[config.mk]
export PLATFORM = sky130hd
export DESIGN_NAME = alu_issue_ctrl
export DESIGN_NICKNAME = d
export VERILOG_FILES = /design/src/rtl/alu_issue_ctrl.sv
export SDC_FILE = /design/constraint.sdc
export NUM_CORES = 1
export LEC_CHECK = 0
export ABC_AREA = 1
export BUFFER_PORTS_ARGS = -buffer_cell sky130_fd_sc_hd__buf_2
export CAP_MARGIN = 30
export CORE_MARGIN = 1
export CORE_UTILIZATION = 32
export CTS_CLUSTER_SIZE = 20
export DETAILED_ROUTE_END_ITERATION = 8
export PLACE_DENSITY_LB_ADDON = 0.05
export RECOVER_POWER = 25
export SLEW_MARGIN = 25
export SYNTH_ARGS = -nofsm -noshare
export SYNTH_HDL_FRONTEND = slang
export SYNTH_SLANG_ARGS = --single-unit
[constraint.sdc]
create_clock -name clk -period 2.15 [get_ports clk]
set_clock_uncertainty 0.05 [all_clocks]
set_input_delay 0.3225 -clock clk [delete_from_list [all_inputs] [get_ports clk]]
set_output_delay 0.3225 -clock clk [all_outputs]
set_load 0.05 [all_outputs]
[src/rtl/alu_issue_ctrl.sv]
// Issue sequencer that sits between instruction decode and a combinational ALU.
// It holds the operands on the ALU for an op-dependent settle time and then registers the result for a valid/ready consumer.
module alu_issue_ctrl #(
    parameter int WIDTH    = 3,
    parameter int LAT_SUM  = 1,
    parameter int LAT_MULT = 2,
    parameter int LAT_DIV  = 4
) (
    input  logic             clk,
    input  logic             rst,
    input  logic             in_valid,
    output logic             in_ready,
    input  logic [WIDTH:0]   in_a,
    input  logic [WIDTH:0]   in_b,
    input  logic [1:0]       in_op,
    input  logic             in_ci,
    output logic [WIDTH:0]   alu_a,
    output logic [WIDTH:0]   alu_b,
    output logic [1:0]       alu_op,
    output logic             alu_ci,
    input  logic [WIDTH:0]   alu_out,
    input  logic [3:0]       alu_flags,
    output logic             out_valid,
    input  logic             out_ready,
    output logic [WIDTH:0]   out_result,
    output logic [3:0]       out_flags,
    output logic             out_err,
    output logic             sticky_err,
    input  logic             clr_err
);

    localparam int LAT_MAX_AM = (LAT_SUM > LAT_MULT) ? LAT_SUM : LAT_MULT;
    localparam int LAT_MAX    = (LAT_MAX_AM > LAT_DIV) ? LAT_MAX_AM : LAT_DIV;
    localparam int CNT_W      = (LAT_MAX > 1) ? $clog2(LAT_MAX) : 1;

    typedef enum logic [1:0] {
        IDLE = 2'd0,
        EXEC = 2'd1,
        DONE = 2'd2
    } state_t;

    state_t             r_state;
    state_t             w_nextState;
    logic [CNT_W-1:0]   r_cnt;
    logic [CNT_W-1:0]   w_latInit;
    logic               w_accept;
    logic               w_illegal;
    logic               w_cntZero;

    logic [WIDTH:0]     r_aluA;
    logic [WIDTH:0]     r_aluB;
    logic [1:0]         r_aluOp;
    logic               r_aluCi;
    logic [WIDTH:0]     r_outResult;
    logic [3:0]         r_outFlags;
    logic               r_outErr;
    logic               r_stickyErr;

    assign w_accept  = in_valid && (r_state == IDLE);
    assign w_illegal = (in_op == 2'b11) || ((in_op == 2'b10) && (in_b == '0));
    assign w_cntZero = (r_cnt == '0);

    always_comb begin
        w_latInit = '0;
        case (in_op)
            2'b00:   w_latInit = CNT_W'(LAT_SUM - 1);
            2'b01:   w_latInit = CNT_W'(LAT_MULT - 1);
            default: w_latInit = CNT_W'(LAT_DIV - 1);
        endcase
    end

    always_ff @(posedge clk or posedge rst) begin
        if (rst) begin
            r_state <= IDLE;
        end else begin
            r_state <= w_nextState;
        end
    end

    // Illegal ops skip the settle phase entirely and present their error result at once.
    always_comb begin
        w_nextState = r_state;
        case (r_state)
            IDLE: begin
                if (w_accept) begin
                    w_nextState = w_illegal ? DONE : EXEC;
                end
            end
            EXEC: begin
                if (w_cntZero) begin
                    w_nextState = DONE;
                end
            end
            DONE: begin
                if (out_ready) begin
                    w_nextState = IDLE;
                end
            end
            default: w_nextState = IDLE;
        endcase
    end

    always_comb begin
        in_ready  = (r_state == IDLE);
        out_valid = (r_state == DONE);
    end

    always_ff @(posedge clk or posedge rst) begin
        if (rst) begin
            r_aluA      <= '0;
            r_aluB      <= '0;
            r_aluOp     <= '0;
            r_aluCi     <= 1'b0;
            r_cnt       <= '0;
            r_outResult <= '0;
            r_outFlags  <= '0;
            r_outErr    <= 1'b0;
        end else if (w_accept) begin
            r_aluA  <= in_a;
            r_aluB  <= in_b;
            r_aluOp <= in_op;
            r_aluCi <= in_ci;
            r_cnt   <= w_latInit;
            if (w_illegal) begin
                r_outResult <= '0;
                r_outFlags  <= '0;
                r_outErr    <= 1'b1;
            end
        end else if (r_state == EXEC) begin
            if (w_cntZero) begin
                r_outResult <= alu_out;
                r_outFlags  <= alu_flags;
                r_outErr    <= 1'b0;
            end else begin
                r_cnt <= r_cnt - 1'b1;
            end
        end
    end

    // A new illegal op outranks a simultaneous clear so the error is never lost.
    always_ff @(posedge clk or posedge rst) begin
        if (rst) begin
            r_stickyErr <= 1'b0;
        end else if (w_accept && w_illegal) begin
            r_stickyErr <= 1'b1;
        end else if (clr_err) begin
            r_stickyErr <= 1'b0;
        end
    end

    assign alu_a      = r_aluA;
    assign alu_b      = r_aluB;
    assign alu_op     = r_aluOp;
    assign alu_ci     = r_aluCi;
    assign out_result = r_outResult;
    assign out_flags  = r_outFlags;
    assign out_err    = r_outErr;
    assign sticky_err = r_stickyErr;

endmodule

======== After elaboration in Yosys (flattened, before gate mapping) ========
Index checks and enable logic that the tools add are counted.
storage, ports and cells
  register bits ........................... 25
  input port bits ......................... 24
  output and inout bits ................... 23
  word-level logic and storage cells ...... 57
cells by class
  $add $sub $neg .......................... 1
  eq/ne operators ......................... 10
  multiplexer cells ....................... 22
  reductions and logical operators ........ 14
operators by type and width
  operator                                                            count
  4-bit 2-to-1 mux                                                    7
  2-bit 2-to-1 mux                                                    7
  2-bit == test, second input constant                                3
  2-bit logical NOT                                                   3
  1-bit 2-to-1 mux                                                    6
  2-bit by 1-bit != test with 1-bit output, second input constant     3
  2-bit case mux with 3 select lines                                  1
  3-bit AND reduction                                                 2
  2-bit nonzero test                                                  3
  2-bit by 1-bit == test with 1-bit output, second input constant     2
  4-bit logical NOT                                                   1
  2-bit != test, second input constant                                2
  2-bit case mux with 2 select lines                                  1
  1-bit logical AND                                                   3
  2-bit AND reduction                                                 1
  2-bit by 1-bit subtractor with 2-bit output, second input constant  1
  1-bit logical OR                                                    1

======== Depth between registers and ports, before layout ========
Gate-level depths: netlist of run 1.
  word-level depth ........................ 6
  gate-level depth with buffers ........... 9
  depth with buffers taken out ............ 8

======== Worst setup path before layout of run 1 ========
Ideal clock, no wire load.
  path kind ............................... register to output
  start point ............................. reg r_state[1]
  end point ............................... out out_valid
  arrival time ............................ 1.141 ns
  data required time ...................... 1.778 ns
  slack ................................... 0.636 ns
  cell stages (with the launch flop) ...... 3
  buffers on the path ..................... 0
  cells stage by stage .................... dfrtp_1 > inv_1 > nor2_1
between the ends
  longest elaborated chain between the ends .. 1
RTL lines
  element                   line  text
  start: declaration        42    state_t r_state;
  start signal: assignment  76    r_state <= w_nextState;
  2-bit == test             105   out_valid = (r_state == DONE);
  end: declaration          23    output logic out_valid,
Every way passes these cells.

======== Final worst setup path of run 1 ========
  start point ............................. reg r_state[1]
  end point ............................... out in_ready
between the ends
  longest elaborated chain between the ends .. 1
RTL lines
  element            line  text
  2-bit logical NOT  104   in_ready = (r_state == IDLE);
  end: declaration   12    output logic in_ready,
Every way passes these cells.

==> results.toml, run 1 <==
[layout]
design_area_sq_um = 1430
drive_above_1_share = 0.322
num-nets-final = 206
n_antenna_cell = 0
layout-area-overhead-vs-synth_pct = 27.1

[setup_path]
criticalPathCategory = "reg2out"
path_max_fanout = 6
critical-path-slowest-cell = "sky130_fd_sc_hd__dfrtp_1"
timing.critical_path.arrival_ns = 1.26
timing.critical_path.from_type = "flip-flop"
cells_along_the_critical_path = "nor2_4 -> buf_2"
endpoint_kind_of_the_worst_setup_timing_path = "output port"
cpPeakStageDelay_ns = 0.48
reg2regPathDepth = 8
worstPathRequired_ns = 1.78

[place]
gp_routability_congestion = 0.701
placement.cell_area_sq_um = 1390
numPortBuffers = 46
hpwlAfterDp_um = 1800

[routing]
antenna_left = 0
drt_drc_violations_left = 0
vias_per_cell = 4.39
final_routed_wirelength_across_all_metal_layers_um = 2510
route.detailed.wl_per_inst_um = 11.1
drt_iter0_markers = 39
detailroute.via_count = 993
detailedRoute.firstPassIterationCount = 4

[logic_synthesis]
yosys.area.top_type = "sky130_fd_sc_hd__dfrtp_1"
syn_inst = 132
netlist_top_cells_area = "sky130_fd_sc_hd__dfrtp_1, sky130_fd_sc_hd__nand2_1, sky130_fd_sc_hd__nand4_1"
postSynthAreaPerCell_sq_um = 8.49
synth.yosys.seq_area_share = 0.558
synth_seq_cells = 25
synth.distinct_cells = 18
ys.warnings.count = 0
synth_top_area_share = 0.558
synth_fp_nets = 157
syn_area_sq_um = 1120

[worst_hold_path]
hp-class = "in2reg"
hold_depth = 2

[cts]
cts-root-buf = "sky130_fd_sc_hd__clkbuf_4"
path_clk_slew_ns = 0.14
cts.path.max_buffers = 2
clock_tree_from_tritoncts = "built"
h-tree-depth = 1
postCtsSetupRepairBufs = 0
clkSinkCount = 25
insertion_delay_ns = 0.32
cts_repair_resized_insts = 0
tritoncts.num_buffers = 3

[timing]
grt_setup_unrepaired = "no"
max_freq_mhz = 611
tightest_slew_ns = 0.655
layout_worst_path_cycle_share = 0.761
setup_tns_ns = 0
final_hold_viol_count = 0
finalCriticalPeriod_ns = 1.64
finalMaxSlewViolations = 0
timing.final.setup_violations = 0
relative_max_transition_margin = 0.563

[floorplanning]
fp.dieW_um = 61.2
num_rows = 21
floorplan.io_pins = 47
initial_standard_cell_utilization_of_the_core = 0.336
die_height_um = 61.2
dieArea_sq_um = 3740
fp.coreArea_sq_um = 3340

[global_routing]
number_of_antenna_violations_at_the_first_check_in_global_routing = 0
grt_overflow = 0
track_usage = 0.146
number_of_global_route_vias_before_repair = 932
grt_first_pass_wirelength_um = 4060
grt_max_degree = 26

[outcome]
outcome = "complete, no violations"

[flow_run]
maxCapViolations = 0

[power]
pwr_density_cell_nw_per_um2 = 1760
p_leak_uw = 0.000847
max-vdd-ir-drop_mv = 0.626
[state kept, by name, summed over array words and instances (netlist names), 2 cells and up]
| signal | flops |
|---|---|
| alu_b | 4 |
| out_result | 4 |
| alu_a | 4 |
| r_state | 2 |
| alu_op | 2 |
| out_flags | 4 |
| r_cnt | 2 |
[per-stage QoR]
step	std cells	utilization	setup WS, ns	total power [uW]	hold slack [ns]
2_1_floorplan	132	-	0.636	1990	0.300
3_3_place_gp	221	0.417	0.617	2300	0.341
3_5_place_dp	221	0.417	0.581	2310	0.352
4_1_cts	226	0.428	0.506	2530	0.109
5_1_grt	226	0.427	0.432	2690	0.114
6_report	226	0.427	0.514	2500	0.125
[path summary, 6_finish.rpt]
path                                          start                       end  slack (ns)
setup / recovery             r_state[1]$_DFFE_PP0P_                  in_ready        0.51
hold / removal                              clr_err    sticky_err$_DFFE_PP0P_        0.13
setup reg to reg             r_state[1]$_DFFE_PP0P_  out_flags[1]$_DFFE_PP0P_        0.58
hold reg to reg            out_flags[0]$_DFFE_PP0P_  out_flags[0]$_DFFE_PP0P_        0.43
max in group asynchronous                       rst     alu_op[1]$_DFFE_PP0P_        0.97
min in group asynchronous                       rst      r_cnt[1]$_DFFE_PP0P_        0.65
[per-layer routing]
metal  wire, um  track usage
met1       1210        0.198
met2       1130        0.228
met3        142       0.0336
met4         31       0.0519
met5          0            0
[worst max-delay path, delay by kind of cell (launching register included)]
kind	cells	cell delay [ns]
buffers and inverters	1	0.29
and+or+nand+nor	1	0.17
DFF	1	0.48
[cell type report]
| class | count | area [sq um] |
|---|---|---|
| Tap cell | 46 | 57.6 |
| Fill cell | 361 | 1910 |
| Clock buffer | 4 | 26.3 |
| Sequential cell | 25 | 626 |
| Timing Repair Buffer | 48 | 245 |
| Inverter | 13 | 48.8 |
| Multi-Input combinational cell | 90 | 422 |
[cells in the mapped netlist, drive strengths merged]
cell type and number:
a21oi 2, dfrtp 25, ha 1, inv 13
nand2 61, clkbuf 1, nand4 8, nor2 8
nand3 1, nand3b 1, buf 3, o21ai 8
[report_power, final]
| part | leakage [uW] | switching, uW | internal, uW |
|---|---|---|---|
| sequential | 0.000318 | 118 | 681 |
| combinational | 0.000514 | 1160 | 336 |
| clock | 0.0000150 | 141 | 72.6 |
[cells in the final DEF, fill, tap and decap left out]
master / n
sky130_fd_sc_hd__nand2_1: 57
sky130_fd_sc_hd__buf_2: 46
sky130_fd_sc_hd__dfrtp_1: 25
sky130_fd_sc_hd__inv_1: 12
sky130_fd_sc_hd__nand4_1: 8
sky130_fd_sc_hd__o21ai_0: 8
sky130_fd_sc_hd__nor2_1: 5
sky130_fd_sc_hd__clkbuf_4: 3
sky130_fd_sc_hd__nor2_4: 2
sky130_fd_sc_hd__nand2_4: 2
sky130_fd_sc_hd__nand2_2: 2
sky130_fd_sc_hd__a21oi_1: 2
sky130_fd_sc_hd__nor2_2: 1
sky130_fd_sc_hd__nand3b_1: 1
sky130_fd_sc_hd__nand3_1: 1
sky130_fd_sc_hd__inv_2: 1
sky130_fd_sc_hd__ha_1: 1
sky130_fd_sc_hd__clkbuf_1: 1
sky130_fd_sc_hd__dlygate4sd3_1: 1
sky130_fd_sc_hd__clkbuf_2: 1
[repair_timing]
action,4_1_cts,5_1_grt
setup endpoints to repair,0,0
endpoints found under the hold margin,25,0
hold buffers,1,0
[cell families after synthesis]
family / count (synthesis) / share of synthesized area
compound gates: 10 / 0.0446
fa+ha+maj: 1 / 0.0112
buf+inv: 17 / 0.0658
flops: 25 / 0.558
simple gates: 79 / 0.320
Note: power is estimated with default switching activity, not from simulation.
==> run 2: changes to the inputs <==
--- a/config.mk
+++ b/config.mk
@@ -5,7 +5,7 @@
 export SDC_FILE = /design/constraint.sdc
 export NUM_CORES = 1
 export LEC_CHECK = 0
-export ABC_AREA = 1
+export ABC_AREA = 0
 export BUFFER_PORTS_ARGS = -buffer_cell sky130_fd_sc_hd__buf_2
 export CAP_MARGIN = 30
 export CORE_MARGIN = 1
==> constraint.sdc (replaced) <==
create_clock -name clk -period 1.4 [get_ports clk]
set_clock_uncertainty 0.05 [all_clocks]
set_input_delay 0.21 -clock clk [delete_from_list [all_inputs] [get_ports clk]]
set_output_delay 0.21 -clock clk [all_outputs]
set_load 0.05 [all_outputs]
==> run 2 against run 1 <==
  * Clock-buffer cell count shrank 1
  * Highest routed layer unchanged
  * Critical endpoint is now r_cnt[1]$_DFFE_PP0P_
  * Via count fell by 10%
  * The flow now finishes with violations (setup timing)
  * Register-to-register slack got worse by 0.68 ns
  * Sequential share of layout area decreased by 6.8 points
  * Utilization is 12 points higher
  * Wire length fell by 0.52%
  * Die area down 5.6%
  * Synthesized area down 5.8%
  * Combinational power is 98% higher
  * Cell area grew 19%
==> results.toml, run 2 <==
[cts]
insertion_delay_ns = 0.32
clkSinkCount = 25
cts.path.max_buffers = 2
path_clk_slew_ns = 0.14
h-tree-depth = 1
clock_tree_from_tritoncts = "built"
tritoncts.num_buffers = 3
cts-root-buf = "sky130_fd_sc_hd__clkbuf_4"

[place]
preCtsSetupSlack_ns = -0.112
placement.cell_area_sq_um = 1430
gp_routability_congestion = 0.718
hpwlAfterDp_um = 1660
numPortBuffers = 46

[routing]
route.detailed.wl_per_inst_um = 12.4
detailroute.via_count = 892
drt_drc_violations_left = 0
vias_per_cell = 4.44
drt_iter0_markers = 30
detailedRoute.firstPassIterationCount = 3
antenna_left = 0
final_routed_wirelength_across_all_metal_layers_um = 2500

[timing]
tightest_slew_ns = 0.624
setup_tns_ns = -0.483
max_freq_mhz = 666
finalMaxSlewViolations = 0
final_hold_viol_count = 0
postLayoutSetupSlackWorst_ns = -0.101
layout_worst_path_cycle_share = 1.07
grt_setup_unrepaired = "yes"
relative_max_transition_margin = 0.584
timing.final.setup_violations = 14
finalCriticalPeriod_ns = 1.50

[flow_run]
maxCapViolations = 0

[layout]
n_antenna_cell = 0
n_fill_cell = 308
mostFrequentLayoutCells = "sky130_fd_sc_hd__buf_2, sky130_fd_sc_hd__dfrtp_1, sky130_fd_sc_hd__nand2_1, sky130_fd_sc_hd__mux2_4, sky130_fd_sc_hd__buf_6"
design_area_sq_um = 1690
multi_input_area_sq_um = 509
final-seq-area_sq_um = 628
layout-area-overhead-vs-synth_pct = 60.4
num-nets-final = 183
mostFrequentLayoutCell = "sky130_fd_sc_hd__buf_2"
drive_above_1_share = 0.611

[floorplanning]
fp.coreArea_sq_um = 3100
dieArea_sq_um = 3530
num_rows = 20
fp.dieW_um = 59.4
die_height_um = 59.4
initial_standard_cell_utilization_of_the_core = 0.340
floorplan.io_pins = 47

[logic_synthesis]
yosys.area.top_type = "sky130_fd_sc_hd__dfrtp_1"
synth.yosys.seq_area_share = 0.592
synth.cells.most_frequent = "sky130_fd_sc_hd__dfrtp_1, sky130_fd_sc_hd__nand2_1, sky130_fd_sc_hd__mux2_2, sky130_fd_sc_hd__o21ai_0, sky130_fd_sc_hd__inv_1"
synth.distinct_cells = 25
ys.warnings.count = 0
yosys_most_used_dff = "sky130_fd_sc_hd__dfrtp_1"
synth_seq_cells = 25
synth_top_family_by_area = "simple AND/OR/NAND/NOR gates"
synth-simple-area-share = 0.121
synth_async_sr_flop_share = 1.00
syn_inst = 90
synth_xor_area_frac = 0.00829
synth_fa_ha_area_frac = 0.0118
most_common_cell_in_the_netlist = "sky130_fd_sc_hd__dfrtp_1"
netlist_top_cells_area = "sky130_fd_sc_hd__dfrtp_1, sky130_fd_sc_hd__mux2_2, sky130_fd_sc_hd__nand2_1"
postSynthAreaPerCell_sq_um = 11.7
synth_enable_flop_cells = 0
syn_area_sq_um = 1060
synth_mux_area_frac = 0.121
synth_compound_area_frac = 0.0995
synth_fp_nets = 115
synth_top_area_share = 0.592

[global_routing]
track_usage = 0.151
number_of_antenna_violations_at_the_first_check_in_global_routing = 0
grt_max_degree = 26
grt_first_pass_wirelength_um = 3990
grt_overflow = 0
number_of_global_route_vias_before_repair = 877

[power]
max-vdd-ir-drop_mv = 1.24
pwr_density_cell_nw_per_um2 = 2680
total_power_uw = 4540
p_leak_uw = 0.000885

[setup_path]
timing.critical_path.arrival_ns = 1.71
timing.critical_path.from_type = "flip-flop"
worstPathRequired_ns = 1.61
criticalPathCategory = "reg2reg"
endpoint_kind_of_the_worst_setup_timing_path = "flip-flop"
path_max_fanout = 2

[worst_hold_path]
hp-class = "in2reg"

[outcome]
violations = "setup timing"
outcome = "complete, but fails checks"
## run 2: changes by cell type in the layout (fill, tap and decap cells not counted), moves of 5 or more
cell | previous run | this run
sky130_fd_sc_hd__nand4_1 | 8 | 0
sky130_fd_sc_hd__nand2_1 | 57 | 16
sky130_fd_sc_hd__buf_4 | 0 | 7
sky130_fd_sc_hd__nor2_1 | 5 | 0
sky130_fd_sc_hd__mux2_4 | 0 | 11
sky130_fd_sc_hd__inv_1 | 12 | 5
sky130_fd_sc_hd__buf_6 | 0 | 10
## run 2: cell families after synthesis
kind of cell	count (synthesis)
flops	25
fa+ha+maj	1
xor+xnor	1
buf+inv	10
simple gates	25
compound gates	17
mux	11
## run 2: metrics by stage
step	utilization	cells	hold slack (ns)
3_5_place_dp	0.459	188	0.231
4_1_cts	0.524	198	0.0280
3_3_place_gp	0.459	188	0.227
6_report	0.546	201	0.0364
5_1_grt	0.546	201	0.0285
2_1_floorplan	-	90	0.187
## run 2: area by class of cell
cell class                 count  share of cell area
clock buffer                   3              0.0133
clock inverter                 1             0.00295
inverter                       7              0.0155
multi-input combinational     56               0.301
sequential                    25               0.371
tap                           44              0.0325
timing repair buffer          65               0.264
## run 2: path summary, 6_finish.rpt
path                                   startpoint                         to  slack (ns)  depth (start not counted)
setup reg to reg             r_cnt[0]$_DFFE_PP0P_       r_cnt[1]$_DFFE_PP0P_       -0.10                          5
min in group asynchronous                     rst  out_result[0]$_DFFE_PP0P_        0.52                          4
setup / recovery             r_cnt[0]$_DFFE_PP0P_       r_cnt[1]$_DFFE_PP0P_       -0.10                          5
hold / removal                       alu_flags[3]   out_flags[3]$_DFFE_PP0P_        0.04                          3
hold reg to reg            sticky_err$_DFFE_PP0P_     sticky_err$_DFFE_PP0P_        0.44                          1
max in group asynchronous                     rst     r_state[0]$_DFFE_PP0P_        0.34                          4
## run 2: repair_timing
item / CTS / global route
hold buffers: 1 / 0
endpoints found under the setup margin: 16 / 26
resized for setup: 30 / 11
endpoints found under the hold margin: 25 / 0
buffers inserted: 4 / 2
gates cloned: 1 / 1
pin swaps: 7 / 5
## run 2: critical path: stages, from the launching register on
cell                      delay [ns]
sky130_fd_sc_hd__dfrtp_1        0.37
sky130_fd_sc_hd__inv_2          0.06
sky130_fd_sc_hd__ha_4           0.15
sky130_fd_sc_hd__or3b_4         0.40
sky130_fd_sc_hd__mux2_4         0.31
sky130_fd_sc_hd__o21ai_2        0.10
## run 2: routing by layer
layer  wire (um)  vias to the layer above  track usage
li1            -                      436            -
met1        1090                      425        0.193
met2        1230                       29        0.244
met3         157                        2       0.0502
met4          19                        0       0.0408
met5           0                        -            0
## run 2: report_power, final
part	leakage, uW	switching [uW]	internal [uW]	total, uW
registers	0.000305	196	1070	1270
logic	0.000563	1820	1130	2950
clock network	0.0000177	216	107	323
==> run 3: changes to the inputs <==
--- a/config.mk
+++ b/config.mk
@@ -14,6 +14,7 @@
 export DETAILED_ROUTE_END_ITERATION = 8
 export PLACE_DENSITY_LB_ADDON = 0.05
 export RECOVER_POWER = 25
+export SKIP_LAST_GASP = 1
 export SLEW_MARGIN = 25
 export SYNTH_ARGS = -nofsm -noshare
 export SYNTH_HDL_FRONTEND = slang
==> run 3 against run 2 <==
  * The flow still finishes with violations (setup timing)
  * Wire length up 1.2%
  * Sequential power barely moved
  * Sequential cell count unchanged
  * Cell area up 2.4%
  * Cell count rose by 0.50%
  * Fmax about the same
  * Largest power group unchanged
==> results.toml, run 3 (synthesis results as in run 2) <==
[outcome]
outcome = "complete, but fails checks"
violations = "setup timing"

[power]
p_leak_uw = 0.000900
max-vdd-ir-drop_mv = 1.28
p_switching_uw = 2270
power.sequential.fraction = 0.274
p_clk_frac = 0.070
combPwrFrac = 0.657
switching_share = 0.488
p_int_uw = 2380
pwr_density_cell_nw_per_um2 = 2680

[timing]
max_freq_mhz = 667
postLayoutSetupSlackWorst_ns = -0.0996
grt_setup_unrepaired = "yes"
finalMaxSlewViolations = 0
relative_max_transition_margin = 0.584
final_hold_viol_count = 0
finalCriticalPeriod_ns = 1.50
timing.final.setup_violations = 4
setup_tns_ns = -0.285
tightest_slew_ns = 0.624
layout_worst_path_cycle_share = 1.07
timing.hold.ws_ns = 0.0331

[setup_path]
endpoint_kind_of_the_worst_setup_timing_path = "flip-flop"
reg2regPathDepth = 5
criticalPathCategory = "reg2reg"
path_max_fanout = 2
cpPeakStageDelay_ns = 0.40
worst_r2r_startpoint = "r_cnt[0]$_DFFE_PP0P_"
timing.critical_path.from_type = "flip-flop"
worst-r2r-setup-slack_ns = -0.1
worstPathRequired_ns = 1.61
critical-path-slowest-cell = "sky130_fd_sc_hd__or3b_4"
cells_along_the_critical_path = "inv_2 -> ha_4 -> or3b_4 -> mux2_4 -> o21ai_2"
timing.critical_path.arrival_ns = 1.71
reg2reg_to = "r_cnt[1]$_DFFE_PP0P_"

[layout]
post-route-util = 0.559
layout-area-overhead-vs-synth_pct = 64.2
n_antenna_cell = 0
mostFrequentLayoutCell = "sky130_fd_sc_hd__buf_2"
n_fill_cell = 313
design_area_sq_um = 1730
fin_cells = 202
drive_above_1_share = 0.671
num-nets-final = 184
mostFrequentLayoutCells = "sky130_fd_sc_hd__buf_2, sky130_fd_sc_hd__dfrtp_1, sky130_fd_sc_hd__nand2_1, sky130_fd_sc_hd__mux2_4, sky130_fd_sc_hd__o21ai_2"

[routing]
detailroute.via_count = 912
vias_per_cell = 4.51
final_routed_wirelength_across_all_metal_layers_um = 2530
drt_drc_violations_left = 0
route.detailed.wl_per_inst_um = 12.5
drt_iter0_markers = 14
detailedRoute.firstPassIterationCount = 2
antenna_left = 0

[floorplanning]
initial_standard_cell_utilization_of_the_core = 0.340
floorplan.io_pins = 47
dieArea_sq_um = 3530
fp.coreArea_sq_um = 3100
num_rows = 20
die_height_um = 59.4
fp.dieW_um = 59.4

[global_routing]
number_of_global_route_vias_before_repair = 856
track_usage = 0.146
grt_first_pass_wirelength_um = 3840
grt_max_degree = 26
grt_overflow = 0
number_of_antenna_violations_at_the_first_check_in_global_routing = 0

[cts]
h-tree-depth = 1
insertion_delay_ns = 0.32
tritoncts.num_buffers = 3
path_clk_slew_ns = 0.14
cts-root-buf = "sky130_fd_sc_hd__clkbuf_4"
clock_tree_from_tritoncts = "built"
clkSinkCount = 25
cts.path.max_buffers = 2

[worst_hold_path]
worst_hold_startpoint = "alu_flags[3]"
hold_depth = 3
hp-class = "in2reg"
min_to = "out_flags[3]$_DFFE_PP0P_"

[flow_run]
maxCapViolations = 0

[place]
placedCellCount = 188
hpwlAfterDp_um = 1660
numPortBuffers = 46
gp_routability_congestion = 0.718
placement.cell_area_sq_um = 1430
[run 3: cell count changes in the layout (fill, tap and decap cells not counted)]
cell,change
sky130_fd_sc_hd__o21ai_0,-8
sky130_fd_sc_hd__o21ai_2,+8
sky130_fd_sc_hd__buf_4,+2
sky130_fd_sc_hd__and3b_1,-1
sky130_fd_sc_hd__buf_12,+1
sky130_fd_sc_hd__buf_6,-1
sky130_fd_sc_hd__nand2_2,+1
sky130_fd_sc_hd__nand2_4,-1
[run 3: how the worst max path moves through the flow]
stage | from | end | slack [ns]
final | r_cnt[0]$_DFFE_PP0P_ | r_cnt[1]$_DFFE_PP0P_ | -0.1
after global routing | r_cnt[0]$_DFFE_PP0P_ | r_cnt[0]$_DFFE_PP0P_ | -0.16
after CTS | r_cnt[1]$_DFFE_PP0P_ | r_cnt[1]$_DFFE_PP0P_ | -0.10
after detailed placement | r_cnt[1]$_DFFE_PP0P_ | r_cnt[1]$_DFFE_PP0P_ | -0.11
after global placement | r_cnt[1]$_DFFE_PP0P_ | r_cnt[1]$_DFFE_PP0P_ | -0.06
after floorplan | r_cnt[1]$_DFFE_PP0P_ | r_cnt[1]$_DFFE_PP0P_ | -0.05
[run 3: cell type report]
type,instances,area [sq um],area share
Clock buffer,3,22.5,0.0130
Tap cell,44,55.1,0.0317
Clock inverter,1,5.00,0.00289
Timing Repair Buffer,67,472,0.272
Inverter,7,26.3,0.0152
Multi-Input combinational cell,55,526,0.303
Sequential cell,25,628,0.362
[run 3: stage by stage]
step | power (uW) | setup WS (ns)
finish | 4650 | -0.0996
global route | 4920 | -0.162
CTS | 4270 | -0.100
detailed placement | 3690 | -0.112
global placement | 3630 | -0.0632
floorplan | 3050 | -0.0466
[run 3: what timing repair did]
item / in CTS / in global routing
cloned: 1 / 0
hold buffers: 1 / 0
hold endpoints to repair: 25 / 0
setup endpoints to repair: 16 / 26
setup buffers: 4 / 4
pin swaps: 7 / 7
gates resized for setup: 20 / 35
[run 3: critical path: cells and delay by family, from the launching register on]
kind / cells / cell delay, ns
adder cells (fa/ha/maj): 1 / 0.15
flip-flops: 1 / 0.37
AO/OA/AOI/OAI: 1 / 0.10
AND/OR/NAND/NOR: 1 / 0.40
buffers and inverters: 1 / 0.05
multiplexers: 1 / 0.31
[run 3: per-layer routing]
layer / track usage / wire, um / vias up
met4: 0.0408 / 19 / 0
met5: 0 / 0 / -
met1: 0.178 / 1060 / 444
met3: 0.0502 / 151 / 2
met2: 0.244 / 1310 / 28
li1: - / - / 438
[run 3: power by group through the flow]
stage          Combinational (uW)  Sequential [uW]  Clock (uW)
2_1_floorplan                 739             2310           0
5_1_grt                      3230             1320         370
3_3_place_gp                 2380             1250           0
4_1_cts                      2660             1270         345
6_report                     3050             1270         324
3_5_place_dp                 2420             1270           0
